==> config.mk <==
export PLATFORM = sky130hd
export DESIGN_NAME = mem_burst_master
export DESIGN_NICKNAME = d
export VERILOG_FILES = /design/src/rtl/mem_burst_master.sv
export SDC_FILE = /design/constraint.sdc
export NUM_CORES = 1
export LEC_CHECK = 0
export ABC_AREA = 0
export BUFFER_PORTS_ARGS = -buffer_cell sky130_fd_sc_hd__clkbuf_2
export CAP_MARGIN = 0
export CORE_ASPECT_RATIO = 0.5
export CORE_UTILIZATION = 47
export CTS_CLUSTER_DIAMETER = 30
export DETAILED_ROUTE_END_ITERATION = 10
export PLACE_DENSITY = 0.78
export SLEW_MARGIN = 30
export SYNTH_ARGS = -nofsm -noshare
export SYNTH_HDL_FRONTEND = slang
export SYNTH_SLANG_ARGS = --single-unit
==> constraint.sdc <==
create_clock -name clk -period 2.2 [get_ports clk]
set_input_delay 0.33 -clock clk [delete_from_list [all_inputs] [get_ports clk]]
set_output_delay 0.33 -clock clk [all_outputs]
set_load 0.01 [all_outputs]
==> src/rtl/mem_burst_master.sv <==
// mem_burst_master: burst initiator for a single-port word memory
// with 1-cycle registered read and valid/ready data channels.
module mem_burst_master #(
  parameter int WIDTH = 8
) (
  input  logic               clk,
  input  logic               rst,
  input  logic               req_valid,
  output logic               req_ready,
  input  logic               req_write,
  input  logic [WIDTH-1:0]   req_addr,
  input  logic [WIDTH-1:0]   req_len,
  input  logic               wdata_valid,
  output logic               wdata_ready,
  input  logic [2*WIDTH-1:0] wdata,
  output logic               rdata_valid,
  input  logic               rdata_ready,
  output logic [2*WIDTH-1:0] rdata,
  output logic               rdata_last,
  output logic               busy,
  output logic               done,
  output logic               memoryWrite,
  output logic               memoryRead,
  output logic [WIDTH-1:0]   memoryAddress,
  output logic [2*WIDTH-1:0] memoryWriteData,
  input  logic [2*WIDTH-1:0] memoryOutData
);

  localparam int DW = 2 * WIDTH;
  localparam logic [WIDTH-1:0] ONE = {{(WIDTH-1){1'b0}}, 1'b1};

  typedef enum logic [2:0] {
    IDLE,
    WR,
    RD_ADDR,
    RD_CAP,
    RD_RESP
  } state_t;

  state_t           state, state_n;
  logic [WIDTH-1:0] addr, addr_n;
  logic [WIDTH-1:0] cnt, cnt_n;
  logic [DW-1:0]    rdata_n;
  logic             rvalid_n, rlast_n, done_n;
  logic             wr_en, rd_en;

  // Reset gates the memory strobes so an aborted burst never touches memory.
  assign memoryWrite = wr_en & ~rst;
  assign memoryRead  = rd_en & ~rst;
  assign busy        = (state != IDLE);

  // Next-state, datapath updates and memory/handshake outputs.
  always_comb begin
    state_n         = state;
    addr_n          = addr;
    cnt_n           = cnt;
    rdata_n         = rdata;
    rvalid_n        = rdata_valid;
    rlast_n         = rdata_last;
    done_n          = 1'b0;
    req_ready       = 1'b0;
    wdata_ready     = 1'b0;
    wr_en           = 1'b0;
    rd_en           = 1'b0;
    memoryAddress   = addr;
    memoryWriteData = '0;
    unique case (state)
      IDLE: begin
        req_ready = 1'b1;
        if (req_valid) begin
          addr_n  = req_addr;
          cnt_n   = req_len;
          state_n = req_write ? WR : RD_ADDR;
        end
      end
      WR: begin
        wdata_ready     = 1'b1;
        memoryWriteData = wdata;
        wr_en           = wdata_valid;
        if (wdata_valid) begin
          if (cnt == '0) begin
            state_n = IDLE;
            done_n  = 1'b1;
          end else begin
            addr_n = addr + ONE;
            cnt_n  = cnt - ONE;
          end
        end
      end
      RD_ADDR: begin
        state_n = RD_CAP;
      end
      RD_CAP: begin
        rd_en    = 1'b1;
        rdata_n  = memoryOutData;
        rvalid_n = 1'b1;
        rlast_n  = (cnt == '0);
        state_n  = RD_RESP;
      end
      RD_RESP: begin
        if (rdata_ready) begin
          rvalid_n = 1'b0;
          if (rdata_last) begin
            state_n = IDLE;
            done_n  = 1'b1;
          end else begin
            addr_n  = addr + ONE;
            cnt_n   = cnt - ONE;
            state_n = RD_ADDR;
          end
        end
      end
      default: state_n = IDLE;
    endcase
  end

  // State and datapath registers with synchronous reset.
  always_ff @(posedge clk) begin
    if (rst) begin
      state       <= IDLE;
      addr        <= '0;
      cnt         <= '0;
      rdata       <= '0;
      rdata_valid <= 1'b0;
      rdata_last  <= 1'b0;
      done        <= 1'b0;
    end else begin
      state       <= state_n;
      addr        <= addr_n;
      cnt         <= cnt_n;
      rdata       <= rdata_n;
      rdata_valid <= rvalid_n;
      rdata_last  <= rlast_n;
      done        <= done_n;
    end
  end

endmodule
-- Word level (Yosys, flattened, before mapping)
Cells that the tools add are included.
- flip-flop bits (word level): 38
- latch bits: 0
- bits in writable memories: 0
- ROM bits: 0
- input port bits: 54
- logic and storage cells: 61
- memories: 0
- add/subtract/negate cells: 2
- $mul: 0
- divide/modulo/power cells: 0
- $lt $le $gt $ge: 0
- equality and inequality tests: 10
- shift-type cells: 0
- muxes and demuxes: 31
- bitwise operators: 3
- reduce and logical (&&, ||, !) cells: 8
- operators with widths (cell ; count):
    8-bit two-way mux ; 10
    8-bit case mux with 3 select lines ; 2
    16-bit two-way mux ; 1
    3-bit case mux with 5 select lines ; 1
    3-bit two-way mux ; 4
    2-bit inequality test (second input constant) ; 6
    1-bit two-way mux ; 9
    8-bit by 1-bit adder with 8-bit output (second input constant) ; 1
    8-bit logical NOT ; 1
    8-bit by 1-bit subtractor with 8-bit output (second input constant) ; 1
    3-bit by 2-bit == test with 1-bit output (second input constant) ; 2
    6-bit AND reduction ; 1
    3-bit nonzero test ; 2
    2-bit two-way mux ; 2
    1-bit case mux with 2 select lines ; 2
    4-bit AND reduction ; 1
    3-bit by 1-bit == test with 1-bit output (second input constant) ; 1
    3-bit == test (second input constant) ; 1
    3-bit logical NOT ; 1
    1-bit AND ; 2
    2-bit AND reduction ; 1
    2-bit nonzero test ; 1
    1-bit NOT ; 1

-- Depth between registers and ports, before layout
- word-level depth: 4
- mapped depth: 7
- gate-level depth less buffers: 6

-- Worst setup path before layout
No wires, ideal clock.
- path kind: register to output
- from: register state[0]
- to: output port memoryRead
- data arrival time: 1.455 ns
- path slack: 0.415 ns
- cell stages (with the launch flop): 7
- buffers on the path: 3
- path through: dfxtp_1 -> buf_2 -> nor2b_1 -> buf_2 -> nand2_1 -> clkbuf_1 -> nor2_1
- longest elaborated chain between the ends: 3
- ends and longest elaborated chain (item ; line ; text):
    start, declared ; 40 ; state_t state, state_n;
    start signal, assigned ; 128 ; state <= state_n;
    3-bit by 2-bit == test with 1-bit output ; 67 ; unique case (state)
    1-bit two-way mux ; 67 ;
    1-bit AND ; 49 ; assign memoryRead = rd_en & ~rst;
    end, declared ; 23 ; output logic memoryRead,
No other way between the ends.

-- Final worst setup path
- from: register rdata_last
- to: register addr[6], in the netlist memoryAddress[6]
- longest elaborated chain between the ends: 2
- ends and longest elaborated chain (item ; line ; text):
    start, declared ; 19 ; output logic rdata_last,
    start signal, assigned ; 133 ; rdata_last <= rlast_n;
    2-bit inequality test (no source line) ; n/a ;
    6-bit AND reduction (no source line) ; n/a ;
    end signal, assigned ; 129 ; addr <= addr_n;
    end, declared ; 41 ; logic [WIDTH-1:0] addr, addr_n;
No other way between the ends.
A chain may end at the register's enable or synchronous reset.

==> flow_metrics.env <==
export IMPL_setup_ws_ps=207
export IMPL_drt_iter0_markers=118
export IMPL_drc=6
export IMPL_gp_congestion=0.878
export IMPL_cts_tree="built"
export IMPL_die_y_um=50.0
export IMPL_fmax_ghz=0.502
export IMPL_yosys_area_share_simple=0.284
export IMPL_rr_endpoint="memoryAddress[6]"
export IMPL_die_x_um=97.9
export IMPL_antenna_found_initial=0
export IMPL_worstPathArrival_ps=2190
export IMPL_start_util=0.491
export IMPL_power_leakage_nw=1.25
export IMPL_drive_gt1_frac=0.357
export IMPL_vdd_drop_max_uv=381
export IMPL_clk_latency_ps=300
export IMPL_fin_nets=434
export IMPL_yosys_warnings=0
export IMPL_synth_top_area_cell="dfxtp_1"
export IMPL_vias=2422
export IMPL_synth_top_family_by_area="compound AO/OA/AOI/OAI gates"
export IMPL_min_period_over_period=0.906
export IMPL_top_layer="met4"
export IMPL_outcome="finished, violations left"
export IMPL_synth_area_leaders="dfxtp_1 (35%), nand2_1 (9.4%), a21oi_1 (6.7%), and2_1 (4.9%), o32ai_1 (4.1%)"
export IMPL_hold_depth=3
export IMPL_crit_path_start_kind="register"
export IMPL_mostFrequentLayoutCells="clkbuf_2 (101), nand2_1 (54), dfxtp_1 (37)"
export IMPL_area_growth_pct=33.9
export IMPL_root_buffer="clkbuf_8"
export IMPL_syn_nets=334
export IMPL_firstDrtPassIters=7
export IMPL_post_cts_resized=0
export IMPL_dieArea_sq_mm=0.00489
export IMPL_path_class="register to register"
export IMPL_synth_compound_area_share=0.286
export IMPL_clock_sinks=38
export IMPL_io_pins=102
export IMPL_rows=17
export IMPL_power_w=0.00225
export IMPL_ff2ff_path_depth=4
export IMPL_min_to="rdata[4]"
export IMPL_violations="design-rule violations"
export IMPL_clock_skew_ps=10.4
export IMPL_syn_area_per_cell_sq_um=7.81
export IMPL_clk_path_buf_depth=2
export IMPL_hold_buffers=0
export IMPL_io_buffers=101
export IMPL_h_tree_depth=2
export IMPL_layout_commonest_cell="clkbuf_2"
export IMPL_hold_viol=0
export IMPL_fin_setup_tns_ps=0
export IMPL_ys_flop_type="dfxtp_1"
export IMPL_syn_cell_area_sq_mm=0.00216
export IMPL_final_core_util=0.658
export IMPL_synth_distinct_cells=50
export IMPL_dp_hpwl_um=4310
export IMPL_async_reset_ff_frac=0
export IMPL_cp_required_ps=2400
export IMPL_grt_first_pass_wirelength_um=9740
export IMPL_p_per_area_mw_per_mm2=777
export IMPL_n_fill_cell=406
export IMPL_synth_adder_area_share=0.0174
export IMPL_wl_met3_um=433
export IMPL_rsz0062_at_grt="false"
export IMPL_vias_per_cell=5.57
export IMPL_m1WireLength_um=2790
export IMPL_period_minus_slack_ps=1990
export IMPL_hp_class="primary input to register"
export IMPL_synth_edff_count=0
export IMPL_track_usage=0.250
export IMPL_antenna_left=0
export IMPL_antenna_cells=0
export IMPL_coreArea_sq_mm=0.00440
export IMPL_yosysSeqAreaShare=0.352
export IMPL_synth_xor_area_frac=0.00405
export IMPL_yosys_mux_area_fraction=0.00926
export IMPL_hp_start="memoryOutData[4]"
export IMPL_max_cap_violations=0
export IMPL_cts_clk_slew_worst_paths_ps=90
export IMPL_crit_path_end_kind="register"
export IMPL_netlist_instances=277
export IMPL_cp_max_fo=10
export IMPL_numCtsBuffers=5
export IMPL_r2r_start="rdata_last"
export IMPL_post_cts_buffers=0
export IMPL_post_place_ws_ps=123
export IMPL_wirelength_um=6030
export IMPL_tightest_slew_ps=584
export IMPL_ys_ff_latch=38
export IMPL_synth_top_cell_area_share=0.352
export IMPL_slew_headroom=0.611
export IMPL_setup_viol=0
export IMPL_rrSetupSlack_ps=210
export IMPL_grt_pass1_vias=2144
export IMPL_grt_ovfl_total=0
export IMPL_met2_length_um=2770
export IMPL_wl_per_cell_um=13.9
export IMPL_grt_max_degree=40
export IMPL_slew_violations=0
[per-stage QoR]
stage | hold WS [ps] | std cells | instance area, sq um
final | 238 | 435 | 2900
after global routing | 244 | 435 | 2900
after CTS | 236 | 435 | 2890
after detailed placement | 445 | 427 | 2760
after global placement | 442 | 427 | 2760
after floorplan | 451 | 277 | 2160
[Yosys cell counts (3+ instances only)]
| master | n |
|---|---|
| o21ai_0 | 5 |
| buf_2 | 4 |
| ha_1 | 3 |
| a21oi_1 | 29 |
| a311oi_1 | 4 |
| nor3_1 | 9 |
| nor2b_1 | 3 |
| nand3_1 | 6 |
| a221oi_1 | 5 |
| nor2_1 | 8 |
| nand2_1 | 54 |
| a211oi_1 | 11 |
| nor4_1 | 5 |
| a31oi_1 | 3 |
| clkbuf_1 | 16 |
| nand2b_1 | 3 |
| and2_1 | 17 |
| inv_1 | 4 |
| o32ai_1 | 10 |
| dfxtp_1 | 38 |
| and3_1 | 3 |
[critical path: stages (launching register included)]
cell and delay [ps]:
dfxtp_1 350, or3b_4 440, a2111oi_4 620, nand2_4 180
o32ai_1 310
[worst max path at each step]
| stage | start | to | cells past startpoint |
|---|---|---|---|
| final | rdata_last | memoryAddress[6] | 4 |
| after global routing | rdata_last | memoryAddress[6] | 4 |
| after detailed placement | rdata_ready | cnt[7] | 5 |
| after CTS | state[2] | memoryWrite | 5 |
| after global placement | rdata_ready | memoryAddress[3] | 5 |
| after floorplan | state[0] | memoryRead | 6 |
[logic make-up (layout without fill, tap and decap cells)]
group,after synthesis,in the layout
AND/OR/NAND/NOR,122,122
AO/OA/AOI/OAI,85,85
buffers and inverters,26,127
multiplexers,2,2
XOR/XNOR,1,1
flip-flops,38,38
adder cells (fa/ha/maj),3,3
[registers in the layout (all words and copies together) (netlist names)]
| register | count |
|---|---|
| state | 3 |
| rdata_valid | 1 |
| rdata | 16 |
| memoryAddress | 8 |
| rdata_last | 1 |
| done | 1 |
| cnt | 8 |
[metal layers]
layer  GRT usage  vias to the layer above
met3      0.0624                        4
met4      0.0758                        0
li1            -                     1220
met1       0.311                     1109
met5           0                        -
met2       0.431                       89
[where the power goes]
| part | internal [W] | switching, W | leakage (nW) |
|---|---|---|---|
| combinational | 0.000312 | 0.000392 | 0.870 |
| sequential | 0.000747 | 0.0000801 | 0.310 |
| clock | 0.000454 | 0.000265 | 0.0683 |
[area by class of cell]
cell class              instances  area [sq um]  area share
flip-flops and latches         38           762       0.263
multi-input cells             213          1300       0.449
clock inverters                 3          68.8      0.0238
well taps                      57          71.3      0.0246
clock buffers                   5          68.8      0.0238
repair buffers                115           611       0.211
inverters                       4          15.0     0.00519
No activity file was read; power rests on OpenSTA's default activity.
